--- src/rtl/vga_ball_renderer.sv ---
// ---------------------------------------------------------------------------
// vga_ball_renderer
//
// Pixel stage placed after the VGA sync generator. Draws a square ball on a
// solid background and moves the ball once per frame. Each axis has its own
// two-state direction FSM (INC/DEC) that reflects the ball off the screen
// edges.
//
// Optional feature (compile-time macro):
//   BALL_BORDER_EN  - when defined, the outermost visible rows/columns are
//                     drawn white (3'b111). The ball has higher priority than
//                     the border. When undefined, no border logic exists and
//                     those pixels show the background colour.
//
// Ports:
//   clk            in   1   pixel/system clock (same as the sync generator)
//   Reset          in   1   asynchronous, active-high reset
//   CounterX       in  10   current pixel column
//   CounterY       in   9   current pixel row
//   inDisplayArea  in   1   high while the current pixel is visible
//   vga_v_sync     in   1   vertical sync, active low
//   pause          in   1   freezes ball motion (sampled on the frame tick)
//   vga_rgb        out  3   registered {R,G,B}, 1 clk after the counters
//   frame_count    out  8   frames seen since reset, wraps at 255
//   bounce         out  1   one-clk pulse after a tick with any reflection
//   dbgBallX       out 10   debug: current ball column
//   dbgBallY       out  9   debug: current ball row
//   dbgXDir        out  1   debug: X FSM state (0 = INC, 1 = DEC)
//   dbgYDir        out  1   debug: Y FSM state (0 = INC, 1 = DEC)
// ---------------------------------------------------------------------------
module vga_ball_renderer #(
    parameter int         H_ACTIVE  = 640,
    parameter int         V_ACTIVE  = 480,
    parameter int         BALL_SIZE = 16,
    parameter int         STEP      = 2,
    parameter logic [2:0] BALL_RGB  = 3'b100,
    parameter logic [2:0] BG_RGB    = 3'b001
) (
    input  logic       clk,
    input  logic       Reset,
    input  logic [9:0] CounterX,
    input  logic [8:0] CounterY,
    input  logic       inDisplayArea,
    input  logic       vga_v_sync,
    input  logic       pause,
    output logic [2:0] vga_rgb,
    output logic [7:0] frame_count,
    output logic       bounce,
    output logic [9:0] dbgBallX,
    output logic [8:0] dbgBallY,
    output logic       dbgXDir,
    output logic       dbgYDir
);

    typedef enum logic {
        INC = 1'b0,
        DEC = 1'b1
    } dir_t;

    // All position arithmetic is done in 11 bits so pos+STEP and
    // pos+BALL_SIZE can never wrap.
    localparam logic [10:0] X_MAX   = 11'(H_ACTIVE - BALL_SIZE);
    localparam logic [10:0] Y_MAX   = 11'(V_ACTIVE - BALL_SIZE);
    localparam logic [9:0]  X_MAX10 = 10'(H_ACTIVE - BALL_SIZE);
    localparam logic [8:0]  Y_MAX9  = 9'(V_ACTIVE - BALL_SIZE);
    localparam logic [10:0] STEP11  = 11'(STEP);
    localparam logic [10:0] SIZE11  = 11'(BALL_SIZE);
    localparam logic [9:0]  X_START = 10'((H_ACTIVE - BALL_SIZE) / 2);
    localparam logic [8:0]  Y_START = 9'((V_ACTIVE - BALL_SIZE) / 2);

    // ------------------------------------------------------------------
    // Frame tick: falling edge of vsync. vsyncD resets high.
    // ------------------------------------------------------------------
    logic vsyncD;
    logic tick;
    logic move;

    assign tick = vsyncD & ~vga_v_sync;
    assign move = tick & ~pause;

    // ------------------------------------------------------------------
    // Direction FSMs and position registers
    // ------------------------------------------------------------------
    dir_t        xState, xStateNext;
    dir_t        yState, yStateNext;
    logic [9:0]  ballX, ballXNext;
    logic [8:0]  ballY, ballYNext;
    logic        xReflect, yReflect;

    logic [10:0] xExt, xSum, xDiff;
    logic [10:0] yExt, ySum, yDiff;

    assign xExt  = {1'b0, ballX};
    assign xSum  = xExt + STEP11;
    assign xDiff = xExt - STEP11;
    assign yExt  = {2'b00, ballY};
    assign ySum  = yExt + STEP11;
    assign yDiff = yExt - STEP11;

    always_comb begin
        xStateNext = xState;
        ballXNext  = ballX;
        xReflect   = 1'b0;
        if (move) begin
            case (xState)
                INC: begin
                    if (xSum >= X_MAX) begin
                        ballXNext  = X_MAX10;
                        xStateNext = DEC;
                        xReflect   = 1'b1;
                    end else begin
                        ballXNext = xSum[9:0];
                    end
                end
                DEC: begin
                    if (xExt <= STEP11) begin
                        ballXNext  = '0;
                        xStateNext = INC;
                        xReflect   = 1'b1;
                    end else begin
                        ballXNext = xDiff[9:0];
                    end
                end
                default: xStateNext = INC;
            endcase
        end
    end

    always_comb begin
        yStateNext = yState;
        ballYNext  = ballY;
        yReflect   = 1'b0;
        if (move) begin
            case (yState)
                INC: begin
                    if (ySum >= Y_MAX) begin
                        ballYNext  = Y_MAX9;
                        yStateNext = DEC;
                        yReflect   = 1'b1;
                    end else begin
                        ballYNext = ySum[8:0];
                    end
                end
                DEC: begin
                    if (yExt <= STEP11) begin
                        ballYNext  = '0;
                        yStateNext = INC;
                        yReflect   = 1'b1;
                    end else begin
                        ballYNext = yDiff[8:0];
                    end
                end
                default: yStateNext = INC;
            endcase
        end
    end

    // ------------------------------------------------------------------
    // Pixel colour
    // ------------------------------------------------------------------
    logic [10:0] cx, cy;
    logic        inBall;
    logic [2:0]  pixelColor;

    assign cx = {1'b0, CounterX};
    assign cy = {2'b00, CounterY};

    assign inBall = (cx >= xExt) && (cx < xExt + SIZE11) &&
                    (cy >= yExt) && (cy < yExt + SIZE11);

`ifdef BALL_BORDER_EN
    logic onBorder;
    assign onBorder = (CounterX == 10'd0) || (CounterX == 10'(H_ACTIVE - 1)) ||
                      (CounterY == 9'd0)  || (CounterY == 9'(V_ACTIVE - 1));

    always_comb begin
        pixelColor = BG_RGB;
        if (!inDisplayArea) begin
            pixelColor = 3'b000;
        end else if (inBall) begin
            pixelColor = BALL_RGB;
        end else if (onBorder) begin
            pixelColor = 3'b111;
        end
    end
`else
    always_comb begin
        pixelColor = BG_RGB;
        if (!inDisplayArea) begin
            pixelColor = 3'b000;
        end else if (inBall) begin
            pixelColor = BALL_RGB;
        end
    end
`endif

    // ------------------------------------------------------------------
    // State registers
    // ------------------------------------------------------------------
    always_ff @(posedge clk or posedge Reset) begin
        if (Reset) begin
            vsyncD      <= 1'b1;
            xState      <= INC;
            yState      <= INC;
            ballX       <= X_START;
            ballY       <= Y_START;
            vga_rgb     <= 3'b000;
            frame_count <= 8'd0;
            bounce      <= 1'b0;
        end else begin
            vsyncD  <= vga_v_sync;
            xState  <= xStateNext;
            yState  <= yStateNext;
            ballX   <= ballXNext;
            ballY   <= ballYNext;
            vga_rgb <= pixelColor;
            // Frames are counted even while paused.
            if (tick) begin
                frame_count <= frame_count + 8'd1;
            end
            // A simultaneous reflection on both axes is still one pulse.
            bounce <= xReflect | yReflect;
        end
    end

    assign dbgBallX = ballX;
    assign dbgBallY = ballY;
    assign dbgXDir  = (xState == DEC);
    assign dbgYDir  = (yState == DEC);

endmodule

--- config.mk ---
export PLATFORM = sky130hd
export DESIGN_NAME = vga_ball_renderer
export DESIGN_NICKNAME = d
export VERILOG_FILES = /design/src/rtl/vga_ball_renderer.sv
export SDC_FILE = /design/constraint.sdc
export NUM_CORES = 1
export LEC_CHECK = 0
export ABC_AREA = 0
export CAP_MARGIN = 20
export CORE_ASPECT_RATIO = 1.25
export CORE_MARGIN = 4
export CORE_UTILIZATION = 47
export DETAILED_ROUTE_END_ITERATION = 8
export PLACE_DENSITY = 0.74
export SLEW_MARGIN = 5
export SYNTH_ARGS = -nofsm -noshare
export SYNTH_HDL_FRONTEND = slang
export SYNTH_SLANG_ARGS = --single-unit
--- constraint.sdc ---
create_clock -name clk -period 5.81 [get_ports clk]
set_input_delay 0.581 -clock clk [delete_from_list [all_inputs] [get_ports clk]]
set_output_delay 0.581 -clock clk [all_outputs]
set_load 0.05 [all_outputs]
==> run_results.csv <==
group,metric,value,unit
status,status,"finished, final reports clean",
clock_network,cts_root_buf,"clkbuf_8",
power_and_ir_drop,vdd_drop_max,224,µV
clock_network,post_cts_buffers,0,
clock_network,cts_tree,"built",
clock_network,clk_pin_slew,0.07,ns
synthesis,ys_top_cells_by_area,"dfrtp_1 (19%), ha_1 (17%), dfstp_2 (8.1%)",
clock_network,worstSkewPairLatency,0.28,ns
global_route,grtUsageTotal,20.9,%
drt,ant_nets,0,
synthesis,yosys.area.top_type,"dfrtp_1",
setup_path,cp.required,6.03,ns
sta,setup_viol_count_final,0,
drt,post-route-drc-count,0,
setup_path,r2r-end,"vga_rgb[2]$_DFF_PP0_",
hold_path,hold_class,"register to register",
synthesis,yosys-top-cells-count,"ha_1 (39), nand2_1 (26), a21oi_1 (24), inv_1 (23)",
clock_network,holdBufCountCts,0,
setup_path,critPathArrivalTime,3.49,ns
global_route,grt_max_degree,32,
synthesis,yosysWarnings,0,
synthesis,synth-edff-count,0,
sta,layout_setup_ws,2.54,ns
power_and_ir_drop,power.density,320,mW/mm²
clock_network,htreeDepth,2,
sta,finClkSkew,0.00314,ns
setup_path,crit_buf_inv,0,
setup_path,path_common_cell,"ha_1",
sta,slew_violations,0,
cells_and_area,layout.nets,453,
setup_path,crit_start,"dbgBallX[4]$_DFFE_PP1P_",
setup_path,timing.rr.start,"dbgBallX[4]$_DFFE_PP1P_",
global_route,grt-ovfl-total,0,
cells_and_area,drive_gt1_share,7.16,%
sta,hold_violations,0,
cells_and_area,syn2layout_area_growth,22.6,%
setup_path,worstSetupEndpointType,"register",
synthesis,netlist_area,0.00293,mm²
synthesis,synthArstFlopShare,100,%
place,gp_congestion,0.961,
synthesis,ys_seq_elements,31,
synthesis,yosysUniqueCellTypes,66,
drt,drtPass1Iterations,5,
synthesis,synth_cells,347,
setup_path,crit_fanout,14,
setup_path,max_stage_delay,0.67,ns
cells_and_area,fill_cells,561,
floorplanning,start_util,49.3,%
floorplanning,fp.dieH,96.2,µm
sta,fmax,306,MHz
synthesis,yosysMostFrequentCell,"ha_1",
floorplanning,core_area,0.00593,mm²
global_route,grt_pass1_vias,2764,
setup_path,cp.depth,10,
drt,wirelength,7.57,mm
synthesis,syn_area_per_cell,8.44,µm²
place,placedCellCount,465,
place,dpl.hpwl,5.68,mm
sta,rsz0062_at_grt,"false",
floorplanning,fp.dieArea,0.00756,mm²
hold_path,hold_start,"frame_count[7]$_DFFE_PP0P_",
run,max_cap_violations,0,
clock_network,clk_path_buf_depth,2,
place,port_buffers,51,
drt,vias,2829,
setup_path,path_cells,"ha_1 > nand3_1 > xnor2_1 > ha_1 > a21o_1 > a21oi_1 > o21ai_1 > a211o_1 > a2111oi_1 > and2_1",
clock_network,numCtsBuffers,5,
drt,wl_per_cell,16.0,µm
setup_path,worst-setup-path-type,"register to register",
setup_path,r2r_slack,2.54,ns
floorplanning,ioPinCount,57,
floorplanning,fp.dieW,78.6,µm
setup_path,start_kind,"register",
cells_and_area,finalNonFillerCells,473,
synthesis,ys.flop_type,"dfrtp_1",
sta,tns,0,ns
cells_and_area,diodes,0,
floorplanning,rows,31,
setup_path,critPathSlowestCell,"dfstp_2",
power_and_ir_drop,p_leak,0.00143,µW
sta,fin_crit,3.27,ns
setup_path,reg2regPathDepth,10,
setup_path,crit_end,"vga_rgb[2]$_DFF_PP0_",
clock_network,cts.sinks,31,
synthesis,netlist.area_leader.share,18.8,%
drt,vias_per_cell,5.98,
sta,finalCritPeriodShare,56.2,%
global_route,grt_pass1_wl,12.7,mm
drt,drtIter0Drc,149,
setup_path,critical_path.top_delay_family,"compound AO/OA/AOI/OAI gates",
sta,worst_pin_slew,0.734,ns
place,place_ws,2.53,ns
sta,relSlewSlack,50.9,%
clock_network,cts_resized,0,
global_route,grt_antenna_before_repair,0,
synthesis,synth_sequential_area_ratio,26.9,%
-- worst reg2reg max path, cell delays in order (launching register included) --
cell       delay (ns)
dfstp_2          0.67
ha_1             0.34
nand3_1          0.20
xnor2_1          0.19
ha_1             0.30
a21o_1           0.19
a21oi_1          0.14
o21ai_1          0.08
a211o_1          0.29
a2111oi_1        0.60
and2_1           0.21
-- registers in the layout, summed over array words and instances (netlist names) --
register,flops
dbgBallX,9
dbgBallY,8
frame_count,8
vga_rgb,2
bounce,1
dbgXDir,1
dbgYDir,1
vsyncD,1
-- power by group --
| group | total, µW | switching, µW | internal, µW |
|---|---|---|---|
| registers | 356 | 89.0 | 267 |
| logic | 573 | 358 | 215 |
| clock network | 220 | 81.6 | 139 |
| total | 1150 | 529 | 620 |
-- cell usage in the layout (no fill, tap or decap), types with 3 or more instances in the layout --
master	n
nor2b_1	5
o31ai_1	5
nor4_1	6
o21ai_0	16
clkbuf_8	6
nand3_1	19
conb_1	3
a31oi_1	3
nand4_1	4
o32ai_1	3
xnor2_1	19
a21oi_1	24
nand2_1	26
clkdlybuf4s50_1	51
ha_1	39
inv_1	23
a211oi_1	5
xor2_1	3
o21ai_1	5
and2_1	4
o21a_1	3
nor3_1	12
o211ai_1	5
nor2_1	22
dfrtp_1	22
dfstp_2	9
-- kinds of logic after synthesis --
logic type	count (synthesis)	share of synthesized area (%)
mux	2	0.769
fa+ha+maj	39	16.7
flops	31	26.9
simple gates	110	19.1
xor+xnor	22	6.58
other cells	1	0.128
buf+inv	42	6.07
compound gates	100	23.8
-- worst min-delay path by stage --
stage / slack, ns / endpoint / cells after the start
final: 0.49 / frame_count[7]$_DFFE_PP0P_ / 1
after global placement: 0.46 / frame_count[7]$_DFFE_PP0P_ / 1
after global routing: 0.50 / frame_count[7]$_DFFE_PP0P_ / 1
after CTS: 0.50 / frame_count[7]$_DFFE_PP0P_ / 1
after detailed placement: 0.48 / frame_count[7]$_DFFE_PP0P_ / 1
after floorplan: 0.59 / vsyncD$_DFF_PP1_ / 0
-- metrics by stage --
step           instance area (µm²)  hold slack (ns)  total power (µW)  util (%)
3_3_place_gp                  3470            0.461               918      58.5
4_1_cts                       3590            0.495              1160      60.5
5_1_grt                       3590            0.502              1230      60.5
6_report                      3590            0.493              1150      60.5
3_5_place_dp                  3470            0.483               933      58.5
2_1_floorplan                 2940            0.585               747         -
-- area by class of cell --
cell class                      count  area (µm²)  area share (%)
Clock buffer                        6        82.6            2.30
Clock inverter                      2        35.0           0.976
Inverter                           23        86.3            2.41
Multi-Input combinational cell    276        1970            54.9
Sequential cell                    31         787            21.9
Tap cell                           82         103            2.86
Timing Repair Buffer               53         526            14.6
-- metal layers --
layer | wire length (µm) | vias to the layer above | GRT usage (%)
met5 | 0 | - | 0
met2 | 3860 | 109 | 36.9
li1 | - | 1360 | -
met3 | 412 | 23 | 2.81
met4 | 251 | 0 | 11.1
met1 | 3050 | 1337 | 24.5
Note: power is estimated with default switching activity, not from simulation.
